**src/rtl/seg_pkg.sv**
```systemverilog
// Shared seven-segment definitions: glyph type, blank constant and hex glyph lookup.
package seg_pkg;

  localparam int unsigned NIBBLE_W = 4;
  localparam int unsigned SEG_W    = 7;

  typedef logic [SEG_W-1:0] seg_t;

  localparam seg_t SEG_BLANK = 7'h7F;

  // Active-low cathodes, bit order {g,f,e,d,c,b,a}
  function automatic seg_t hex_glyph(input logic [NIBBLE_W-1:0] nib);
    seg_t g;
    case (nib)
      4'h0: g = 7'b1000000;
      4'h1: g = 7'b1111001;
      4'h2: g = 7'b0100100;
      4'h3: g = 7'b0110000;
      4'h4: g = 7'b0011001;
      4'h5: g = 7'b0010010;
      4'h6: g = 7'b0000010;
      4'h7: g = 7'b1111000;
      4'h8: g = 7'b0000000;
      4'h9: g = 7'b0010000;
      4'hA: g = 7'b0001000;
      4'hB: g = 7'b0000011;
      4'hC: g = 7'b1000110;
      4'hD: g = 7'b0100001;
      4'hE: g = 7'b0000110;
      default: g = 7'b0001110;
    endcase
    return g;
  endfunction

endpackage

```
**src/rtl/seg_display_scanner_if.sv**
```systemverilog
// Bundle between the value producer (master) and the display scanner (slave).
interface seg_display_scanner_if
  import seg_pkg::*;
#(
  parameter int unsigned NUM_DIGITS = 4
) ();

  logic [NIBBLE_W*NUM_DIGITS-1:0] value;
  logic                           load;
  logic [NUM_DIGITS-1:0]          dp_mask;
  seg_t                           seg;
  logic                           dp;
  logic [NUM_DIGITS-1:0]          an;
  logic                           frame;

  modport master (output value, load, dp_mask, input seg, dp, an, frame);
  modport slave  (input value, load, dp_mask, output seg, dp, an, frame);

endinterface

```
**src/rtl/seg_display_scanner_decoder.sv**
```systemverilog
// Shared hex-to-seven-segment decoder (active-low cathodes).
module seg_display_scanner_decoder
  import seg_pkg::*;
(
  input  logic [NIBBLE_W-1:0] nibble,
  output seg_t                seg
);

  assign seg = hex_glyph(nibble);

endmodule

```
**src/rtl/seg_display_scanner.sv**
```systemverilog
// Time-multiplexed scanner for a common-anode multi-digit seven-segment display.
// Optional LEADING_ZERO_BLANK_EN blanks leading zero digits (digit 0 always shown).
module seg_display_scanner
  import seg_pkg::*;
#(
  parameter int unsigned NUM_DIGITS  = 4,
  parameter int unsigned REFRESH_DIV = 100000,
  parameter int unsigned DEAD_CYCLES = 2
) (
  input logic clk,
  input logic rst,
  seg_display_scanner_if.slave bus
);

  localparam int unsigned VALUE_W = NIBBLE_W * NUM_DIGITS;
  localparam int unsigned PRESC_W = (REFRESH_DIV > 1) ? $clog2(REFRESH_DIV) : 1;
  localparam int unsigned IDX_W   = (NUM_DIGITS > 1) ? $clog2(NUM_DIGITS) : 1;

  logic [PRESC_W-1:0]    presc;
  logic [IDX_W-1:0]      idx;
  logic [VALUE_W-1:0]    shadow;
  logic [VALUE_W-1:0]    disp;
  logic [NUM_DIGITS-1:0] an_q;
  seg_t                  seg_q;
  logic                  dp_q;
  logic                  frame_q;

  logic                presc_tc_c;
  logic                frame_start_c;
  logic                dead_c;
  logic                blank_c;
  logic [NIBBLE_W-1:0] nibble_c;
  seg_t                glyph_c;

  // Slot timing and current digit selection
  always_comb begin
    presc_tc_c    = (presc == PRESC_W'(REFRESH_DIV - 1));
    frame_start_c = (presc == '0) && (idx == '0);
    dead_c        = (presc < PRESC_W'(DEAD_CYCLES));
    nibble_c      = disp[NIBBLE_W*int'(idx) +: NIBBLE_W];
`ifdef LEADING_ZERO_BLANK_EN
    blank_c       = (idx != '0) && ((disp >> (NIBBLE_W*int'(idx))) == '0);
`else
    blank_c       = 1'b0;
`endif
  end

  seg_display_scanner_decoder u_decoder (
    .nibble (nibble_c),
    .seg    (glyph_c)
  );

  // The display copy happens while the index sits at the frame start, so a whole
  // frame always shows one snapshot; a LOAD in that same cycle lands next frame.
  always_ff @(posedge clk) begin
    if (rst) begin
      presc   <= '0;
      idx     <= '0;
      shadow  <= '0;
      disp    <= '0;
      an_q    <= '1;
      seg_q   <= SEG_BLANK;
      dp_q    <= 1'b1;
      frame_q <= 1'b0;
    end else begin
      presc <= presc_tc_c ? '0 : presc + PRESC_W'(1);
      if (presc_tc_c)
        idx <= (idx == IDX_W'(NUM_DIGITS - 1)) ? '0 : idx + IDX_W'(1);
      if (bus.load)
        shadow <= bus.value;
      if (frame_start_c)
        disp <= shadow;
      frame_q <= frame_start_c;
      if (dead_c) begin
        an_q  <= '1;
        seg_q <= SEG_BLANK;
        dp_q  <= 1'b1;
      end else begin
        an_q  <= ~(NUM_DIGITS'(1) << idx);
        seg_q <= blank_c ? SEG_BLANK : glyph_c;
        dp_q  <= ~bus.dp_mask[idx];
      end
    end
  end

  assign bus.an    = an_q;
  assign bus.seg   = seg_q;
  assign bus.dp    = dp_q;
  assign bus.frame = frame_q;

endmodule

```
**src/flat_wrapper.sv**
```systemverilog
// flat-port wrapper written by rule: the top's interface ports become plain ports
module seg_display_scanner_flat import seg_pkg::*;
#(
  parameter int unsigned NUM_DIGITS  = 4,
  parameter int unsigned REFRESH_DIV = 100000,
  parameter int unsigned DEAD_CYCLES = 2
)
  (clk, rst, bus_value, bus_load, bus_dp_mask, bus_seg, bus_dp, bus_an, bus_frame);
  seg_display_scanner_if #(.NUM_DIGITS(NUM_DIGITS)) bus_i ();
  input logic clk;
  input logic rst;
  input wire logic [$bits(bus_i.value)-1:0] bus_value;
  input wire logic [$bits(bus_i.load)-1:0] bus_load;
  input wire logic [$bits(bus_i.dp_mask)-1:0] bus_dp_mask;
  output wire logic [$bits(bus_i.seg)-1:0] bus_seg;
  output wire logic [$bits(bus_i.dp)-1:0] bus_dp;
  output wire logic [$bits(bus_i.an)-1:0] bus_an;
  output wire logic [$bits(bus_i.frame)-1:0] bus_frame;
  assign bus_i.value = bus_value;
  assign bus_i.load = bus_load;
  assign bus_i.dp_mask = bus_dp_mask;
  assign bus_seg = bus_i.seg;
  assign bus_dp = bus_i.dp;
  assign bus_an = bus_i.an;
  assign bus_frame = bus_i.frame;
  seg_display_scanner #(.NUM_DIGITS(NUM_DIGITS), .REFRESH_DIV(REFRESH_DIV), .DEAD_CYCLES(DEAD_CYCLES)) u_core (.clk(clk), .rst(rst), .bus(bus_i));
endmodule
```
**config.mk**
```make
export PLATFORM = sky130hd
export DESIGN_NAME = seg_display_scanner_flat
export DESIGN_NICKNAME = d
export VERILOG_FILES = /design/src/rtl/seg_pkg.sv /design/src/rtl/seg_display_scanner_if.sv /design/src/rtl/seg_display_scanner_decoder.sv /design/src/rtl/seg_display_scanner.sv /design/src/flat_wrapper.sv
export SDC_FILE = /design/constraint.sdc
export NUM_CORES = 1
export LEC_CHECK = 0
export ABC_AREA = 1
export CORE_MARGIN = 2
export CORE_UTILIZATION = 45
export DETAILED_ROUTE_END_ITERATION = 7
export PLACE_DENSITY = 0.66
export SETUP_SLACK_MARGIN = 0.3
export SYNTH_ARGS = -nofsm -noshare
export SYNTH_HDL_FRONTEND = slang
export SYNTH_HIERARCHICAL = 1
export SYNTH_SLANG_ARGS = --single-unit
```
**constraint.sdc**
```tcl
create_clock -name clk -period 2.1 [get_ports clk]
set_clock_uncertainty 0.1 [all_clocks]
set_input_delay 0.315 -clock clk [delete_from_list [all_inputs] [get_ports clk]]
set_output_delay 0.315 -clock clk [all_outputs]
set_load 0.1 [all_outputs]
```
==> results.cfg, run 1 <==
[grt]
grt_pass1_wl_um = 10830
antenna_found_initial = 0
grt_pass1_vias = 2435
grt_max_degree = 34
grt_overflow = 0
gr-usage-all-layers_pct = 18.39

[placement]
post-dp-hpwl_um = 4288
dp.cells = 543
place.gp.congestion = 0.8738
numPortBuffers = 35
dpl_cell_area_um2 = 3411

[critical_path]
crit_type = reg -> reg
cp.arrival_ns = 1.88
reg2reg_depth = 11
start_kind = flip-flop
rr_endpoint = u_core/bus.seg[0]
critical_path.max_fanout = 10
required_ns = 2.24
end_kind = flip-flop
rr_startpoint = u_core/idx[0]
startpoint = u_core/idx[0]
r2r_setup_slack_ns = 0.35

[floorplanning]
core_area_um2 = 6422
pin_count = 36
fp.dieH_um = 86.03
die_w_um = 86.03
rows = 29
die_area_um2 = 7401
start_util_pct = 47.15

[finish]
syn2layout_area_growth_pct = 27.11
design_area_um2 = 3849
nets = 527
fin_cells = 573
drive_gt1_share_pct = 16.33
final_util_pct = 59.93
diodes = 0

[drt]
drtPass1Iterations = 4
first_iter_violations = 166
vias = 2801
wl_um = 6998
wl_per_cell_um = 12.21
drc = 0
final_antenna_net_count = 0
vias_per_cell = 4.888

[power_and_ir_drop]
p_leak_nw = 1.698
peakVddDrop_uv = 434.1
p_total_mw = 3.109
power_density_nw_per_um2 = 807.8

[yosys]
synthTopCellsByArea = dfxtp_1 42%, nand2_1 13%, nor2_1 12%
synthCells = 439
syn_avg_cell_area_um2 = 6.897
synth_seq_cells = 64
ys_seq_area_share_pct = 42.31
yosysTopAreaCellShare_pct = 42.31
yosys.area.top_type = dfxtp_1
synth_nets = 475
yosys_warnings = 6
syn_area_um2 = 3028
synth_cell_type_count = 29

[clock_tree]
path_clk_slew_ns = 0.07
cts_tree = done
root_buffer = clkbuf_8
cts_hold_buf = 0
cts_max_path_buffers = 2
clk_latency_ns = 0.34
cts_buffers = 9
cts_max_level = 3
clkSinkCount = 64

[sta]
hold_viol = 0
rsz0062_at_grt = true
tightest_slew_ns = 0.4573
slew-limit-headroom_pct = 69.48
min_period_over_period_pct = 83.11
drv_slew = 0
finalSetupViolations = 0
finalCriticalPeriod_ns = 1.745
fin_setup_tns_ns = 0
fmax_mhz = 572.9

[hold_path]
hold_class = reg -> reg
hold_end = u_core/presc[0]
min_path_cells = 1
hp-start = u_core/presc[0]

[run]
drv_cap = 0

[status]
status = finished, final reports clean
==> cell usage after synthesis <==
cell and count:
a21oi_1 21, a31oi_1 1, buf_2 7, buf_6 4, clkbuf_1 3, clkinv_1 2
dfxtp_1 64, ha_1 13, inv_1 50, inv_2 1, nand2_1 104, nand2_2 1
nand2_4 1, nand3_1 18, nand3_2 1, nand3_4 1, nand4_1 4, nor2_1 96
nor2_2 6, nor3_1 3, nor3_2 1, o21ai_0 27, o21ai_1 1, o21ai_2 1
o22ai_1 1, or2_0 1, or2_2 2, xnor2_1 1, xor2_1 3
==> layout by cell type, fill, tap and decap left out, drive strengths merged <==
cell and instances:
clkbuf 14, nand3 24, dfxtp 64, clkinv 2, xnor2 1, nor3 4, inv 52, or2 3
a21oi 21, bufinv 1, nor2 102, a31oi 1, buf 29, nand2 106, nand4 4, o22ai 1
ha 13, clkdlybuf4s50 22, o21ai 29, xor2 3
==> worst max-delay path: stages, from the launching register on <==
cell and delay (ns):
dfxtp_4 0.37, buf_6 0.14, a21oi_1 0.11, a21oi_4 0.23, inv_4 0.08, ha_1 0.22, inv_2 0.08, nand2_1 0.09
nand3_1 0.09, nand2_1 0.05, inv_1 0.04, nand2_1 0.04
==> stage by stage <==
stage | worst slack, ns | hold slack (ns)
global route | 0.2572 | 0.3957
floorplan | 0.3161 | 0.2874
CTS | 0.2890 | 0.3719
finish | 0.3546 | 0.3679
detailed placement | 0.1259 | 0.3554
global placement | 0.1966 | 0.3450
==> per-layer routing <==
| metal | global-route usage, % | up-vias | part of all wire [%] |
|---|---|---|---|
| met5 | 0 | - | 0 |
| met1 | 23.93 | 1246 | 46 |
| met3 | 3.657 | 16 | 4.7 |
| met2 | 28.54 | 69 | 47 |
| met4 | 10.10 | 0 | 2.5 |
| li1 | - | 1470 | - |
==> power breakdown <==
part,switching [mW],total [mW],internal (mW)
clock network,0.467,1.14,0.677
registers,0.0395,1.33,1.29
logic,0.409,0.632,0.223
total,0.916,3.11,2.19
==> state kept, by name, summed over array words and instances (netlist names) <==
register / cells
u_core/bus.frame: 1
u_core/disp: 16
u_core/bus.seg: 7
u_core/bus.dp: 1
u_core/shadow: 16
u_core/presc: 17
u_core/idx: 2
u_core/bus.an: 4
==> logic make-up (layout without fill, tap and decap cells) <==
family,count (synthesis),count (layout),share of synthesized area [%]
adders and majority gates,13,13,5.372
AOI/OAI and AO/OA,52,52,8.802
and+or+nand+nor,239,243,32.77
xor gates and xnor gates,4,4,1.157
buffers and inverters,67,120,9.586
DFF,64,64,42.31
==> how the worst max path moves through the flow <==
stage                   endpoint  slack, ns  depth (start not counted)
6_report       u_core/bus.seg[0]       0.35                         11
5_1_grt        u_core/bus.seg[0]       0.26                         12
4_1_cts          u_core/disp[11]       0.29                          8
3_5_place_dp   u_core/bus.seg[0]       0.13                         12
3_3_place_gp   u_core/bus.seg[3]       0.20                         11
2_1_floorplan  u_core/bus.seg[3]       0.32                         12
==> what timing repair did <==
action	CTS	global route
hold endpoints to repair	0	0
gates cloned	0	5
setup endpoints to repair	9	24
setup buffers	5	4
pin swaps	1	3
resized for setup	1	27
==> area by class of cell <==
type                    instances  area, um^2
clock buffers                  14       182.7
well taps                      77       96.34
repair buffers                 51       451.7
flip-flops and latches         64        1286
multi-input cells             312        1588
clock inverters                 2       35.03
inverters                      53       209.0
fillers                       617        2574
(Power assumes the default switching activity.)
==> run 2, diff against run 1 <==
==> constraint.sdc (replaced) <==
create_clock -name clk -period 1.57 [get_ports clk]
set_clock_uncertainty 0.1 [all_clocks]
set_input_delay 0.2355 -clock clk [delete_from_list [all_inputs] [get_ports clk]]
set_output_delay 0.2355 -clock clk [all_outputs]
set_load 0.1 [all_outputs]
==> results.cfg, run 2 (synthesis gave the netlist of run 1 again) <==
[grt]
grt_max_degree = 35
met3_usage_pct = 3.561
gr-usage-all-layers_pct = 20.26
use_met2_pct = 32.98
antenna_found_initial = 0
grt_pass1_vias = 2664
grt_overflow = 0
grt_pass1_wl_um = 11950
use_met1_pct = 25.28
top_usage_layer = met2

[critical_path]
r2r_setup_slack_ns = -0.11
crit_type = reg -> reg
rr_endpoint = u_core/bus.seg[0]
end_kind = flip-flop
start_kind = flip-flop
critical_path.max_fanout = 8
required_ns = 1.70
rr_startpoint = u_core/idx[0]
cp.arrival_ns = 1.81
reg2reg_depth = 12

[drt]
drtPass1Iterations = 4
drc = 0
wl_um = 7675
wl_per_cell_um = 12.92
vias = 2947
first_iter_violations = 134
vias_per_cell = 4.961
final_antenna_net_count = 0

[sta]
rsz0062_at_grt = true
tightest_slew_ns = 0.4573
min_period_over_period_pct = 107.0
slew-limit-headroom_pct = 69.48
finalSetupViolations = 21
hold_viol = 0
hold_ws_ns = 0.1439
fmax_mhz = 595.2
drv_slew = 0
finalCriticalPeriod_ns = 1.680
worst_slack_ns = -0.1102

[clock_tree]
cts_hold_buf = 0
cts_tree = done
clk_latency_ns = 0.34
path_clk_slew_ns = 0.07
cts_max_path_buffers = 2
root_buffer = clkbuf_8
cts_max_level = 3
cts_buffers = 9
clkSinkCount = 64

[status]
status = finished with violations
failed_checks = setup timing

[run]
drv_cap = 0

[power_and_ir_drop]
power_density_nw_per_um2 = 952.5
p_leak_nw = 1.959
peakVddDrop_uv = 729.7

[hold_path]
hp-start = rst
hold_end = u_core/bus.frame
hold_class = in -> reg
min_path_cells = 2

[finish]
reg.largest.list = u_core/presc: 17 flops, u_core/disp: 16 flops, u_core/shadow: 16 flops
final_common_cell = nand2_1
nets = 548
design_area_um2 = 4624
regMostFlops = u_core/presc
drive_gt1_share_pct = 34.24
final_cell_mix = 92 x nand2_1, 82 x nor2_1, 46 x dfxtp_1
diodes = 0
largest_register_ffs = 17
syn2layout_area_growth_pct = 52.73

[floorplanning]
rows = 29
core_area_um2 = 6422
pin_count = 36
start_util_pct = 47.15
die_area_um2 = 7401
die_w_um = 86.03
fp.dieH_um = 86.03

[placement]
dpl_cell_area_um2 = 3797
place.gp.congestion = 0.8636
post-dp-hpwl_um = 4365
pre_cts_slack_ns = -0.1282
numPortBuffers = 35
## run 2: timing repair
item	CTS	global route
endpoints found under the setup margin	43	52
setup buffers	13	6
gates resized for setup	72	56
cloned	2	2
pin swaps	15	11
## run 2: per-stage QoR
step	instances	power [mW]	setup TNS [ns]	utilization, %
2_1_floorplan	439	2.399	-1.285	-
6_report	594	4.405	-0.6709	72.00
3_5_place_dp	555	2.669	-0.9823	59.13
3_3_place_gp	555	2.659	-0.3110	59.13
4_1_cts	586	4.374	-0.3979	68.30
5_1_grt	594	4.602	-3.157	72.00
## run 2: worst max-delay path, stage by stage (launching register included)
cell     delay, ns
dfxtp_4       0.39
inv_8         0.06
o21ai_4       0.15
a21oi_4       0.05
a21oi_4       0.20
inv_4         0.09
ha_4          0.17
inv_4         0.05
nand2_1       0.07
nand3_2       0.08
nand2_1       0.05
inv_1         0.05
nand2_1       0.04
## run 2: area by class of cell
type                    instances  area (um^2)
flip-flops and latches         64         1326
multi-input cells             310         1926
fillers                       489         1798
repair buffers                 73        814.5
clock buffers                  10        137.6
clock inverters                 6        92.59
well taps                      77        96.34
inverters                      53        226.5
repair inverters                1        5.005
## run 2: power breakdown
part | internal, mW | switching, mW
registers | 1.72 | 0.0745
logic | 0.427 | 0.579
clock network | 0.942 | 0.662
## run 2: how the worst max path moves through the flow
stage	from	endpoint	slack, ns	cells past startpoint
6_report	u_core/idx[0]	u_core/bus.seg[0]	-0.11	12
5_1_grt	u_core/idx[0]	u_core/bus.seg[3]	-0.21	11
3_3_place_gp	u_core/idx[0]	u_core/bus.seg[5]	-0.06	10
4_1_cts	u_core/idx[0]	u_core/bus.seg[3]	-0.07	11
2_1_floorplan	u_core/idx[0]	u_core/bus.seg[3]	-0.10	13
3_5_place_dp	u_core/idx[1]	u_core/bus.seg[0]	-0.13	12
## run 2: layer usage
layer  share of wire (%)  wire length, um
met1                  45             3484
met2                  48             3686
met3                 4.3              327
met4                 2.3              176
met5                   0                0
